File: src/rtl/char_ctl.sv
// char_ctl: per-frame character motion controller.
// Buttons are synchronized, and the sprite moves once per frame on the rising edge of vsync.
// Horizontal movement is a fixed step, clamped to the screen edges so the sprite stays visible.
// Vertical motion is a ground/rise/fall jump with gravity, a ceiling clamp and a fall-speed cap.
// Ports:
//   clk, rst              system clock, synchronous active-high reset
//   vsync                 VGA vertical sync; each 0->1 transition is one frame tick
//   btn_left/right/jump   asynchronous player buttons, active-high
//   char_hgt, char_lng    sprite half-height / half-width from the draw stage
//   pos_x, pos_y          registered sprite centre coordinates
//   flip_h                registered facing direction, 1 = facing left
module char_ctl #(
  parameter int unsigned HOR_PIXELS = 800,
  parameter int unsigned X_INIT     = 160,
  parameter int unsigned GROUND_Y   = 524,
  parameter int unsigned MOVE_STEP  = 2,
  parameter int unsigned JUMP_V     = 12,
  parameter int unsigned GRAVITY    = 1,
  parameter int unsigned MAX_FALL   = 12
) (
  input  logic        clk,
  input  logic        rst,
  input  logic        vsync,
  input  logic        btn_left,
  input  logic        btn_right,
  input  logic        btn_jump,
  input  logic [11:0] char_hgt,
  input  logic [11:0] char_lng,
  output logic [11:0] pos_x,
  output logic [11:0] pos_y,
  output logic        flip_h
);

  typedef enum logic [1:0] {StGround, StRise, StFall} state_e;

  state_e      state_q, state_d;
  logic [4:0]  vel_q, vel_d;
  logic [11:0] pos_x_q, pos_x_d;
  logic [11:0] pos_y_q, pos_y_d;
  logic        flip_q, flip_d;
  logic        jump_prev_q, jump_prev_d;

  // Bit order for both stages: {jump, right, left}.
  logic [2:0] btn_meta_q, btn_sync_q;
  logic       vsync_q, vsync_prev_q;

  logic tick, jump_edge, go_left, go_right;
  logic ceil_hit, floor_hit;
  logic [4:0]  rise_vel, fall_v;
  logic [5:0]  fall_sum;
  logic [11:0] right_lim;

  always_ff @(posedge clk) begin
    if (rst) begin
      btn_meta_q   <= '0;
      btn_sync_q   <= '0;
      vsync_q      <= 1'b0;
      vsync_prev_q <= 1'b0;
    end else begin
      btn_meta_q   <= {btn_jump, btn_right, btn_left};
      btn_sync_q   <= btn_meta_q;
      vsync_q      <= vsync;
      vsync_prev_q <= vsync_q;
    end
  end

  // Edge taken between two registered copies, so the first cycle out of reset never ticks.
  assign tick      = vsync_q & ~vsync_prev_q;
  assign jump_edge = tick & btn_sync_q[2] & ~jump_prev_q;
  assign go_left   = btn_sync_q[0] & ~btn_sync_q[1];
  assign go_right  = btn_sync_q[1] & ~btn_sync_q[0];

  // Comparisons are done in 13 bits before any subtraction so nothing wraps below zero.
  assign rise_vel  = vel_q - 5'(GRAVITY);
  assign ceil_hit  = {1'b0, pos_y_q} < ({1'b0, char_hgt} + 13'(vel_q));
  assign fall_sum  = {1'b0, vel_q} + 6'(GRAVITY);
  assign fall_v    = (fall_sum > 6'(MAX_FALL)) ? 5'(MAX_FALL) : fall_sum[4:0];
  assign floor_hit = ({1'b0, pos_y_q} + 13'(fall_v)) >= 13'(GROUND_Y);
  assign right_lim = 12'(HOR_PIXELS - 1) - char_lng;

  // State register and motion registers.
  always_ff @(posedge clk) begin
    if (rst) begin
      state_q     <= StGround;
      vel_q       <= '0;
      pos_x_q     <= 12'(X_INIT);
      pos_y_q     <= 12'(GROUND_Y);
      flip_q      <= 1'b0;
      jump_prev_q <= 1'b0;
    end else begin
      state_q     <= state_d;
      vel_q       <= vel_d;
      pos_x_q     <= pos_x_d;
      pos_y_q     <= pos_y_d;
      flip_q      <= flip_d;
      jump_prev_q <= jump_prev_d;
    end
  end

  // Next-state logic.
  always_comb begin
    state_d = state_q;
    if (tick) begin
      case (state_q)
        StGround: if (jump_edge) state_d = StRise;
        StRise:   if (ceil_hit || rise_vel == 5'd0) state_d = StFall;
        StFall:   if (floor_hit) state_d = StGround;
        default:  state_d = StGround;
      endcase
    end
  end

  // Datapath: everything moves only on a frame tick.
  always_comb begin
    vel_d       = vel_q;
    pos_x_d     = pos_x_q;
    pos_y_d     = pos_y_q;
    flip_d      = flip_q;
    jump_prev_d = jump_prev_q;
    if (tick) begin
      jump_prev_d = btn_sync_q[2];

      if (go_left) begin
        flip_d  = 1'b1;
        pos_x_d = ({1'b0, pos_x_q} < ({1'b0, char_lng} + 13'(MOVE_STEP))) ?
                  char_lng : pos_x_q - 12'(MOVE_STEP);
      end else if (go_right) begin
        flip_d  = 1'b0;
        pos_x_d = (({1'b0, pos_x_q} + 13'(MOVE_STEP)) > {1'b0, right_lim}) ?
                  right_lim : pos_x_q + 12'(MOVE_STEP);
      end

      case (state_q)
        StGround: if (jump_edge) vel_d = 5'(JUMP_V);
        StRise: begin
          if (ceil_hit) begin
            pos_y_d = char_hgt;
            vel_d   = '0;
          end else begin
            pos_y_d = pos_y_q - 12'(vel_q);
            vel_d   = rise_vel;
          end
        end
        StFall: begin
          if (floor_hit) begin
            pos_y_d = 12'(GROUND_Y);
            vel_d   = '0;
          end else begin
            pos_y_d = pos_y_q + 12'(fall_v);
            vel_d   = fall_v;
          end
        end
        default: vel_d = '0;
      endcase
    end
  end

  assign pos_x  = pos_x_q;
  assign pos_y  = pos_y_q;
  assign flip_h = flip_q;

endmodule
File: config.mk
export PLATFORM = sky130hd
export DESIGN_NAME = char_ctl
export DESIGN_NICKNAME = d
export VERILOG_FILES = /design/src/rtl/char_ctl.sv
export SDC_FILE = /design/constraint.sdc
export NUM_CORES = 1
export LEC_CHECK = 0
export BUFFER_PORTS_ARGS = -buffer_cell sky130_fd_sc_hd__clkbuf_2
export CAP_MARGIN = 25
export CORE_MARGIN = 4
export CORE_UTILIZATION = 30
export CTS_CLUSTER_SIZE = 24
export DETAILED_ROUTE_END_ITERATION = 7
export GPL_TIMING_DRIVEN = 0
export PLACE_DENSITY_LB_ADDON = 0.05
export RECOVER_POWER = 25
export SLEW_MARGIN = 20
export SYNTH_ARGS = -nofsm -noshare
export SYNTH_HDL_FRONTEND = slang
export SYNTH_SLANG_ARGS = --single-unit
File: constraint.sdc
create_clock -name clk -period 4.24 [get_ports clk]
set_input_delay 0.212 -clock clk [delete_from_list [all_inputs] [get_ports clk]]
set_output_delay 0.212 -clock clk [all_outputs]
set_load 0.05 [all_outputs]
==> results.toml <==
[worst_setup_path]
path_cells = "ha_1 > fa_1 > a211oi_1 > o21bai_1 > and4_1 > nand3_1 > xor2_1 > ha_1 > a21o_1 > a21oi_1 > nor3b_2 > a21oi_2 > and2_1 > clkbuf_1 > a211oi_2 > mux2i_1"
worstPathArrival_ns = 4.23
cp_common_cell = "ha_1"
start_kind = "flip-flop"
max_stage_delay_ns = 0.43
critPathSlowestCell = "fa_1"
crit_fanout = 9
setup.worst_path.class = "flip-flop to flip-flop"
r2r_end = "state_q[0]$_SDFFE_PP0P_"
crit_path_end_kind = "flip-flop"
reg2reg_from = "vel_q[0]$_SDFFE_PP0P_"
rr_worst_depth = 16
regToRegSetupSlack_ns = 0.25
cp.required_ns = 4.47

[synth]
ys_ff_latch = 41
ys_warn_count = 0
synthFlopType = "dfxtp_1"
synth_top_area_share_pct = 16.8
yosysTopAreaCell = "dfxtp_1"
synth_cell_types = 72
syn_avg_cell_area_um2 = 7.82
synth_edf_count = 0
synth.cell_area_mm2 = 0.00489
synthCells = 625
synth_nets = 723
synth_area_leaders = "dfxtp_1, ha_1, xnor2_1, a21oi_1, xor2_1"
yosysSeqAreaShare_pct = 16.8
synthArstFlopShare_pct = 0

[route]
postRouteAntennaNets = 0
routedWlPerCell_um = 17.5
vias = 4775
drt_iter0_drc = 296
drc = 0
first_pass_iters = 4
viasPerCell = 5.30
wl_um = 15800

[cts]
cts_buffers = 5
cts_sinks = 41
cts_max_level = 2
clk_pin_slew_ns = 0.07
clk_latency_ns = 0.30
clk_path_buf_depth = 2
cts_tree = "built"
root_buffer = "clkbuf_16"
hold_buffers = 0

[pwr]
ir_drop_uv = 139
fin_total_pwr_uw = 1150
p_per_area_mw_per_mm2 = 205
leakagePower_uw = 0.00230

[placed_design]
dp_hpwl_um = 12500
place.gp.congestion = 0.834
post-place-ws_ns = -0.0754
numPortBuffers = 50
dp_cells = 891

[timing]
fmax_ghz = 0.250
tightest_slew_ns = 0.756
setup_violations = 0
min_period_ns = 3.99
finalSetupTns_ns = 0
relSlewSlack_pct = 49.6
hold_viol = 0
slew_violations = 0
fin_worst_skew_ns = 0.00386
finalWorstSetupSlack_ns = 0.245
timing.final.crit_share_pct = 94.2

[worst_hold_path]
min_delay_path_depth = 2
min_from = "btn_jump"
min-delay-path-class = "input port to flip-flop"
hold_path_end = "btn_meta_q[2]$_SDFF_PP0_"

[finish]
seq_area_um2 = 823
syn_to_final_growth_pct = 14.5
antenna_cells = 0
stdcell_count = 901
nNetsFinal = 782
drive_gt1_share_pct = 14.2
multi_input_area_mm2 = 0.00382
num-fill-cells = 1705

[die]
die-height_um = 136
fp.dieW_um = 136
io_pins = 55
placementRows = 46
initial_core_util_pct = 30.7
dieArea_mm2 = 0.0184
coreArea_mm2 = 0.0159

[grt]
grt_remaining_overflow = 0
grt_pass1_vias = 4475
grt_first_pass_wirelength_um = 24800
grt_max_degree = 16
antenna_found_initial = 0
grt.total_usage_pct = 17.1

[run]
cap_violations = 0

[outcome]
status = "finished clean"
[sequential cells by signal, indices dropped and copies added (netlist names)]
register      flops
jump_prev_q       1
vsync_prev_q      1
vsync_q           1
pos_x            12
flip_h            1
vel_q             5
pos_y            12
btn_sync_q        3
state_q           2
btn_meta_q        3
[critical path: cells and delay by family, from the launching register on]
kind	cells	cell delay (ns)
mux	1	0.23
xor+xnor	1	0.15
flops	1	0.38
fa+ha+maj	3	0.91
simple gates	4	0.78
compound gates	6	1.26
buf+inv	1	0.19
[placed cells by master (no fill, tap or decap), types with 5 or more instances in the layout]
| master | netlist | routed |
|---|---|---|
| ha_1 | 65 | 65 |
| nand2_1 | 48 | 48 |
| clkbuf_2 | 0 | 41 |
| a21oi_1 | 42 | 40 |
| dfxtp_1 | 41 | 39 |
| nor2_1 | 38 | 38 |
| inv_1 | 35 | 35 |
| xnor2_1 | 30 | 30 |
| o21ai_0 | 32 | 30 |
| clkbuf_1 | 21 | 30 |
| nor3_1 | 23 | 23 |
| xor2_1 | 23 | 23 |
| nand3_1 | 17 | 17 |
| mux2i_1 | 17 | 17 |
| nor2b_1 | 15 | 15 |
| nand4_1 | 11 | 11 |
| and3_1 | 10 | 10 |
| o21ai_1 | 9 | 10 |
| mux2_2 | 10 | 10 |
| a211oi_1 | 10 | 9 |
| buf_2 | 11 | 9 |
| a21o_1 | 7 | 7 |
| a31oi_1 | 6 | 6 |
| o21a_1 | 6 | 6 |
| and2_1 | 5 | 5 |
| clkbuf_16 | 0 | 5 |
[repair_timing]
item	CTS	global route
pin swaps	1	2
endpoints found under the setup margin	11	17
gates resized for setup	4	11
buffers inserted	0	2
[cell type report]
| cell class | count | share of cell area [%] |
|---|---|---|
| buffer | 34 | 2.79 |
| sequential | 41 | 14.7 |
| clock inverter | 3 | 0.447 |
| tap | 216 | 4.83 |
| timing repair buffer | 52 | 4.49 |
| multi-input combinational | 515 | 68.2 |
| clock buffer | 5 | 2.23 |
| inverter | 35 | 2.35 |
[per-layer routing]
metal / wire length (um) / track usage [%] / vias to the layer above
li1: - / - / 2404
met1: 8420 / 26.5 / 2272
met2: 6630 / 24.8 / 85
met3: 585 / 2.60 / 14
met4: 168 / 3.70 / 0
met5: 0 / 0 / -
[per-stage QoR]
step / area, um^2 / util, % / hold slack (ns)
2_1_floorplan: 4890 / - / 0.340
6_report: 5600 / 35.1 / 0.114
3_5_place_dp: 5410 / 33.9 / 0.427
3_3_place_gp: 5410 / 33.9 / 0.422
4_1_cts: 5570 / 34.9 / 0.101
5_1_grt: 5600 / 35.1 / 0.112
[cells in the mapped netlist (5+ instances only)]
cell type  instances
and2_1             5
mux2i_1           17
nand4_1           11
nand3_1           17
o21a_1             6
nor2b_1           15
ha_1              65
nand2_1           48
nor2_1            38
buf_2             11
a31oi_1            6
and3_1            10
o21ai_1            9
nor3_1            23
inv_1             35
xnor2_1           30
xor2_1            23
o21ai_0           32
a21o_1             7
mux2_2            10
a21oi_1           42
clkbuf_1          21
a211oi_1          10
dfxtp_1           41
[how the worst max path moves through the flow]
| stage | startpoint | endpoint | slack [ns] | depth (start not counted) |
|---|---|---|---|---|
| floorplan | vel_q[2]$_SDFFE_PP0P_ | vel_q[3]$_SDFFE_PP0P_ | 0.73 | 16 |
| global placement | vel_q[2]$_SDFFE_PP0P_ | vel_q[3]$_SDFFE_PP0P_ | -0.09 | 15 |
| detailed placement | vel_q[2]$_SDFFE_PP0P_ | vel_q[3]$_SDFFE_PP0P_ | -0.08 | 15 |
| CTS | vel_q[2]$_SDFFE_PP0P_ | vel_q[3]$_SDFFE_PP0P_ | 0.02 | 15 |
| global route | vel_q[0]$_SDFFE_PP0P_ | state_q[0]$_SDFFE_PP0P_ | -0.02 | 16 |
| finish | vel_q[0]$_SDFFE_PP0P_ | state_q[0]$_SDFFE_PP0P_ | 0.25 | 16 |
[logic make-up (layout without fill, tap and decap cells)]
family          Yosys count  count (layout)  synth area share (%)
mux                      27              27                  5.78
fa+ha+maj                68              68                  17.9
xor+xnor                 53              53                  9.49
buf+inv                  69             129                  5.73
other cells               1               1                0.0767
flops                    41              41                  16.8
simple gates            197             197                  20.4
compound gates          169             169                  23.8
[power breakdown]
group | switching (uW) | leakage, uW | internal (uW) | total [uW]
Clock | 198 | 0.0000704 | 222 | 420
Sequential | 11.8 | 0.000334 | 395 | 407
Combinational | 195 | 0.00190 | 123 | 318
Total | 405 | 0.00230 | 741 | 1150
Note: power is estimated with default switching activity, not from simulation.
